$ cat config.mk
export PLATFORM = sky130hd
export DESIGN_NAME = read_burst_engine
export DESIGN_NICKNAME = d
export VERILOG_FILES = /design/src/rtl/read_burst_engine_pkg.sv /design/src/rtl/read_addr_stepper.sv /design/src/rtl/read_burst_engine.sv
export SDC_FILE = /design/constraint.sdc
export NUM_CORES = 1
export LEC_CHECK = 0
export ABC_AREA = 1
export CELL_PAD_IN_SITES_DETAIL_PLACEMENT = 1
export CELL_PAD_IN_SITES_GLOBAL_PLACEMENT = 1
export CORE_ASPECT_RATIO = 1.1
export CORE_MARGIN = 5
export CORE_UTILIZATION = 43
export CTS_BUF_LIST = sky130_fd_sc_hd__clkbuf_2 sky130_fd_sc_hd__clkbuf_4 sky130_fd_sc_hd__clkbuf_8
export DETAILED_ROUTE_END_ITERATION = 12
export GPL_TIMING_DRIVEN = 0
export PLACE_DENSITY_LB_ADDON = 0.1
export SLEW_MARGIN = 20
export SYNTH_ARGS = -nofsm -noshare
export SYNTH_HDL_FRONTEND = slang
export SYNTH_SLANG_ARGS = --single-unit
export TNS_END_PERCENT = 10
$ cat constraint.sdc
create_clock -name ACLK -period 10.1 [get_ports ACLK]
set_input_delay 2.525 -clock ACLK [delete_from_list [all_inputs] [get_ports ACLK]]
set_output_delay 2.525 -clock ACLK [all_outputs]
set_load 0.05 [all_outputs]
$ cat src/rtl/read_burst_engine_pkg.sv
// Shared encodings and state type for the AXI3 read burst engine.
// Holds the command legality check used at command acceptance.
package read_burst_engine_pkg;

    localparam logic [1:0] BURST_FIXED = 2'b00;
    localparam logic [1:0] BURST_INCR  = 2'b01;
    localparam logic [1:0] BURST_WRAP  = 2'b10;
    localparam logic [1:0] BURST_RSVD  = 2'b11;

    localparam logic [1:0] RESP_OKAY   = 2'b00;
    localparam logic [1:0] RESP_SLVERR = 2'b10;

    typedef enum logic [1:0] {
        ST_IDLE,
        ST_ISSUE,
        ST_WAIT,
        ST_SEND
    } state_t;

    function automatic logic cmd_is_legal(input logic [1:0] burst, input logic [3:0] len,
                                          input logic [1:0] size, input int bus_bytes);
        logic ok;
        ok = 1'b1;
        if (burst == BURST_RSVD)
            ok = 1'b0;
        if (burst == BURST_WRAP && !(len == 4'd1 || len == 4'd3 || len == 4'd7 || len == 4'd15))
            ok = 1'b0;
        if ((1 << size) > bus_bytes)
            ok = 1'b0;
        return ok;
    endfunction

endpackage

$ cat src/rtl/read_addr_stepper.sv
// Next beat address for FIXED/INCR/WRAP bursts.
// Latency: combinational. Backpressure: none.
module read_addr_stepper
    import read_burst_engine_pkg::*;
#(
    parameter int BUSWIDTH = 32
) (
    input  logic [BUSWIDTH-1:0] addr,
    input  logic [3:0]          len,
    input  logic [1:0]          size,
    input  logic [1:0]          burst,
    output logic [BUSWIDTH-1:0] next_addr
);

    logic [BUSWIDTH-1:0] beat_bytes;
    logic [BUSWIDTH-1:0] wrap_bytes;
    logic [BUSWIDTH-1:0] lower;
    logic [BUSWIDTH-1:0] incr;

    always_comb begin
        beat_bytes = BUSWIDTH'(1) << size;
        wrap_bytes = BUSWIDTH'({1'b0, len} + 5'd1) << size;
        lower      = addr & ~(wrap_bytes - BUSWIDTH'(1));
        incr       = addr + beat_bytes;
        case (burst)
            BURST_FIXED: next_addr = addr;
            // Wrap back to the aligned window base once the step reaches its top
            BURST_WRAP:  next_addr = (incr == lower + wrap_bytes) ? lower : incr;
            default:     next_addr = incr;
        endcase
    end

endmodule

$ cat src/rtl/read_burst_engine.sv
// AXI3 read burst engine: one device read per beat, beats returned on R channel.
// Latency: cmd handshake T -> dev_read T+1; dev_valid cycle +1 -> RVALID.
// Backpressure: R payload held while RREADY low; cmd_ready only in IDLE.
module read_burst_engine
    import read_burst_engine_pkg::*;
#(
    parameter int BUSWIDTH = 32,
    parameter int TAGBITS  = 4
) (
    input  logic                ACLK,
    input  logic                ARESET,
    input  logic                cmd_valid,
    output logic                cmd_ready,
    input  logic [TAGBITS-1:0]  cmd_id,
    input  logic [BUSWIDTH-1:0] cmd_addr,
    input  logic [3:0]          cmd_len,
    input  logic [1:0]          cmd_size,
    input  logic [1:0]          cmd_burst,
    output logic [BUSWIDTH-1:0] dev_addr,
    output logic                dev_read,
    input  logic [BUSWIDTH-1:0] dev_data,
    input  logic                dev_valid,
    output logic [TAGBITS-1:0]  RID,
    output logic [BUSWIDTH-1:0] RDATA,
    output logic [1:0]          RRESP,
    output logic                RLAST,
    output logic                RVALID,
    input  logic                RREADY
);

    state_t              state;
    logic [BUSWIDTH-1:0] cur_addr;
    logic [BUSWIDTH-1:0] next_addr;
    logic [3:0]          len_r;
    logic [3:0]          beats_left;
    logic [1:0]          size_r;
    logic [1:0]          burst_r;
    logic                legal_r;
    logic                cmd_fire;
    logic                cmd_legal;

    assign cmd_fire  = cmd_valid && cmd_ready;
    assign cmd_legal = cmd_is_legal(cmd_burst, cmd_len, cmd_size, BUSWIDTH / 8);

    read_addr_stepper #(
        .BUSWIDTH (BUSWIDTH)
    ) u_stepper (
        .addr      (cur_addr),
        .len       (len_r),
        .size      (size_r),
        .burst     (burst_r),
        .next_addr (next_addr)
    );

    always_ff @(posedge ACLK or posedge ARESET) begin
        if (ARESET) begin
            state      <= ST_IDLE;
            cmd_ready  <= 1'b0;
            cur_addr   <= '0;
            len_r      <= '0;
            beats_left <= '0;
            size_r     <= '0;
            burst_r    <= '0;
            legal_r    <= 1'b0;
            dev_addr   <= '0;
            dev_read   <= 1'b0;
            RID        <= '0;
            RDATA      <= '0;
            RRESP      <= '0;
            RLAST      <= 1'b0;
            RVALID     <= 1'b0;
        end else begin
            dev_read <= 1'b0;
            case (state)
                ST_IDLE: begin
                    cmd_ready <= 1'b1;
                    if (cmd_fire) begin
                        cmd_ready  <= 1'b0;
                        cur_addr   <= cmd_addr;
                        len_r      <= cmd_len;
                        beats_left <= cmd_len;
                        size_r     <= cmd_size;
                        burst_r    <= cmd_burst;
                        legal_r    <= cmd_legal;
                        RID        <= cmd_id;
                        if (cmd_legal) begin
                            dev_read <= 1'b1;
                            dev_addr <= cmd_addr;
                            state    <= ST_ISSUE;
                        end else begin
                            // Error bursts never touch the device; beats go straight out
                            RVALID <= 1'b1;
                            RDATA  <= '0;
                            RRESP  <= RESP_SLVERR;
                            RLAST  <= (cmd_len == 4'd0);
                            state  <= ST_SEND;
                        end
                    end
                end
                ST_ISSUE: state <= ST_WAIT;
                ST_WAIT: begin
                    if (dev_valid) begin
                        RDATA  <= dev_data;
                        RRESP  <= RESP_OKAY;
                        RVALID <= 1'b1;
                        RLAST  <= (beats_left == 4'd0);
                        state  <= ST_SEND;
                    end
                end
                ST_SEND: begin
                    if (RVALID && RREADY) begin
                        if (beats_left == 4'd0) begin
                            RVALID    <= 1'b0;
                            RLAST     <= 1'b0;
                            cmd_ready <= 1'b1;
                            state     <= ST_IDLE;
                        end else begin
                            cur_addr   <= next_addr;
                            beats_left <= beats_left - 4'd1;
                            if (legal_r) begin
                                RVALID   <= 1'b0;
                                dev_read <= 1'b1;
                                dev_addr <= next_addr;
                                state    <= ST_ISSUE;
                            end else begin
                                RLAST <= (beats_left == 4'd1);
                            end
                        end
                    end
                end
                default: state <= ST_IDLE;
            endcase
        end
    end

endmodule
==> results.txt <==
Register area share after synthesis = 0.316
Most used DFF post-synth = dfrtp_1
Synth warn = 0
Met3 Usage GRT = 0.0647
Final core occ = 0.540
Period utilisation layout = 0.510
Simple-gate share of the synthesized area = 0.429
Final setup TNS = 0 ns
Mapped Cells = 1430
Vias in the first global route = 11300
Gr usage total = 0.310
Layout cells sized above 1 = 0.0910
Slowest cell delay on critical path = 0.45 ns
Endpoints failing hold = 0
Flop pwr share = 0.196
Min cycle time layout = 5.15 ns
Total number of vias = 10600
Post-Syn Nets = 1528
CP most frequent cell = nand2_1
Multi-input gate area = 5600 sq um
Commonest non-fill, non-tap cell in the layout = nand2_1
Net Sw Frac = 0.587
DP HPWL = 31.0 mm
Final Setup Violations = 0
Layout Nets = 1701
Largest net degree at the start of global routing = 70
CTS Buf Count = 17
Sw Pwr = 2.81 mW
Residual DRC = 0
Initial DRT Pass Iterations = 6
M2 GR Usage = 0.515
Die W = 152 microns
Number of synthesized flops with an enable pin = 0
First-pass GRT wire length = 61.5 mm
Floorplan row count = 57
Filler cell count = 2946
Main combinational cell family by area after synthesis = simple AND/OR/NAND/NOR gates
Post-cts sizing count = 0
Met1 Use GR = 0.398
HP Class = flip-flop to flip-flop
CP required = 10.43 ns
Largest cells by area after synthesis = dfrtp_1, nand2_1, nand3_1
Pwr Density = 403 nW/um^2
CTS Hold Bufs = 0
Slowest CP cell = dfrtp_1
Synth-to-Final Area Change = 24.7%
Setup bufs post-CTS = 0
Clock share of power = 0.100
Compound-Gate Fraction of Synth Area = 0.0919
Cell-internal power = 1.97 mW
Commonest non-fill, non-tap cells in the layout = nand2_1, nand3_1, clkdlybuf4s50_1
Syn_area_per_cell = 6.65 sq um
WP data arrival = 5.48 ns
H-tree depth = 4
Reg area = 3000 sq um
Input/output buffers = 153
Routed len/inst = 20.3 microns
Vias per cell = 5.56
Worst vdd ir = 0.000237 V
I/O pins = 155
Top-area cell type share of the netlist area = 0.316
TritonCTS clock tree = built
Total power = 4.78 mW
GP Congestion = 0.979
Area of the die = 25200 sq um
Worst-path clk slew = 0.10 ns
Final wirelength = 38.8 mm
DR iter-0 viols = 814
Ys async rst share = 1.00
Leakage power = 5.88 nW
Max-slew violation count = 0
GR Overflow Total = 0
CP max FO = 10
Synth Area in Adders = 0.0232
CP startpoint kind = flip-flop
Clock Skews = 0.0216 ns
Clk buf depth = 2
Worst slew margin = 0.486
Area of the mapped netlist = 9500 sq um
Post-synth cell types = 46
Worst-Margin Slew = 0.763 ns
Die Ht = 166 microns
Max-cap violation count = 0
Status = complete, no violations
Fmax = 0.194 GHz
#FFs+latches synth = 120
Global route hottest layer = met2
Clock root cell = clkbuf_8
Combinational Power Share = 0.704
Antenna violations before repair = 1
Mux share of post-synthesis cell area = 0.00263
Worst-Skew Late Latency = 0.45 ns
Cell taking the most area after synthesis = dfrtp_1
Post-route ant nets = 0
Clock Sinks = 120
Initial Util = 0.433
Kind of critical path = flip-flop to flip-flop
Unrepaired setup endpoints after global routing = no
Core footprint = 22000 sq um
XOR/XNOR Fraction of Synth Area = 0.0415
Setup crit end kind = flip-flop
## flip-flops by register name, indices dropped and copies added, names as in the netlist, 2 cells and up
signal      count
RDATA          32
state           2
burst_r         2
size_r          2
beats_left      4
cur_addr       32
RID             4
len_r           4
dev_addr       32
## critical path: cells and delay by family, from the launching register on
kind | cells | cell delay, ns
and+or+nand+nor | 23 | 3.05
buffers and inverters | 4 | 0.65
adders and majority gates | 3 | 0.88
DFF | 1 | 0.45
## stage by stage
step	hold WS [ns]	cell area, sq um	cells	setup slack, ns
after detailed placement	0.466	11400	1879	4.80
final	0.485	11900	1912	4.95
after floorplan	0.490	9500	1430	4.39
after global routing	0.498	11900	1912	4.49
after CTS	0.489	11900	1911	5.00
after global placement	0.454	11400	1878	2.48
## routing by layer
layer	share of wire	wire length, microns	vias to the layer above
met2	0.48	18600	323
li1	-	-	5043
met3	0.059	2280	53
met1	0.43	16600	5216
met5	0	0	-
met4	0.035	1350	0
## cell usage after synthesis, drive strengths merged, types with 5 or more instances
master and n:
xor2 34, nand3b 5, buf 19, inv 164, xnor2 11, nand3 201
nand2 475, nand4 52, o221ai 23, dfrtp 120, clkbuf 39, or2 34
a21oi 19, o21ai 45, nor3 8, a22o 32, nor4 10, ha 16
nor2 108
## power by group through the flow
stage / Combinational [mW] / Clock [mW] / Sequential (mW)
CTS: 3.35 / 0.487 / 0.931
floorplan: 1.85 / 0 / 1.33
global route: 3.65 / 0.512 / 0.961
finish: 3.37 / 0.477 / 0.937
global placement: 3.21 / 0 / 0.918
detailed placement: 3.32 / 0 / 0.929
## final cells by class
cell class	count	share of cell area
Timing Repair Buffer	154	0.132
Buffer	58	0.0237
Sequential cell	120	0.253
Antenna cell	1	0.000211
Inverter	165	0.0529
Clock inverter	13	0.0134
Clock buffer	19	0.0215
Multi-Input combinational cell	1087	0.472
Tap cell	295	0.0311
## cells by family (layout without fill, tap and decap cells)
family	Yosys count	in the layout
xor+xnor	45	45
fa+ha+maj	17	17
flops	120	120
other cells	1	2
compound gates	128	128
buf+inv	223	409
mux	2	2
simple gates	894	894
## worst paths after layout
path / start / end / slack (ns) / depth (start not counted)
max in group asynchronous: ARESET / dev_addr[9] / 6.81 / 3
setup reg to reg: len_r[1] / dev_addr[12] / 4.95 / 30
setup / recovery: len_r[1] / dev_addr[12] / 4.95 / 30
min in group asynchronous: ARESET / RDATA[29] / 2.51 / 2
hold / removal: RID[2] / RID[2] / 0.48 / 2
hold reg to reg: RID[2] / RID[2] / 0.48 / 2
Note: power is estimated with default switching activity, not from simulation.
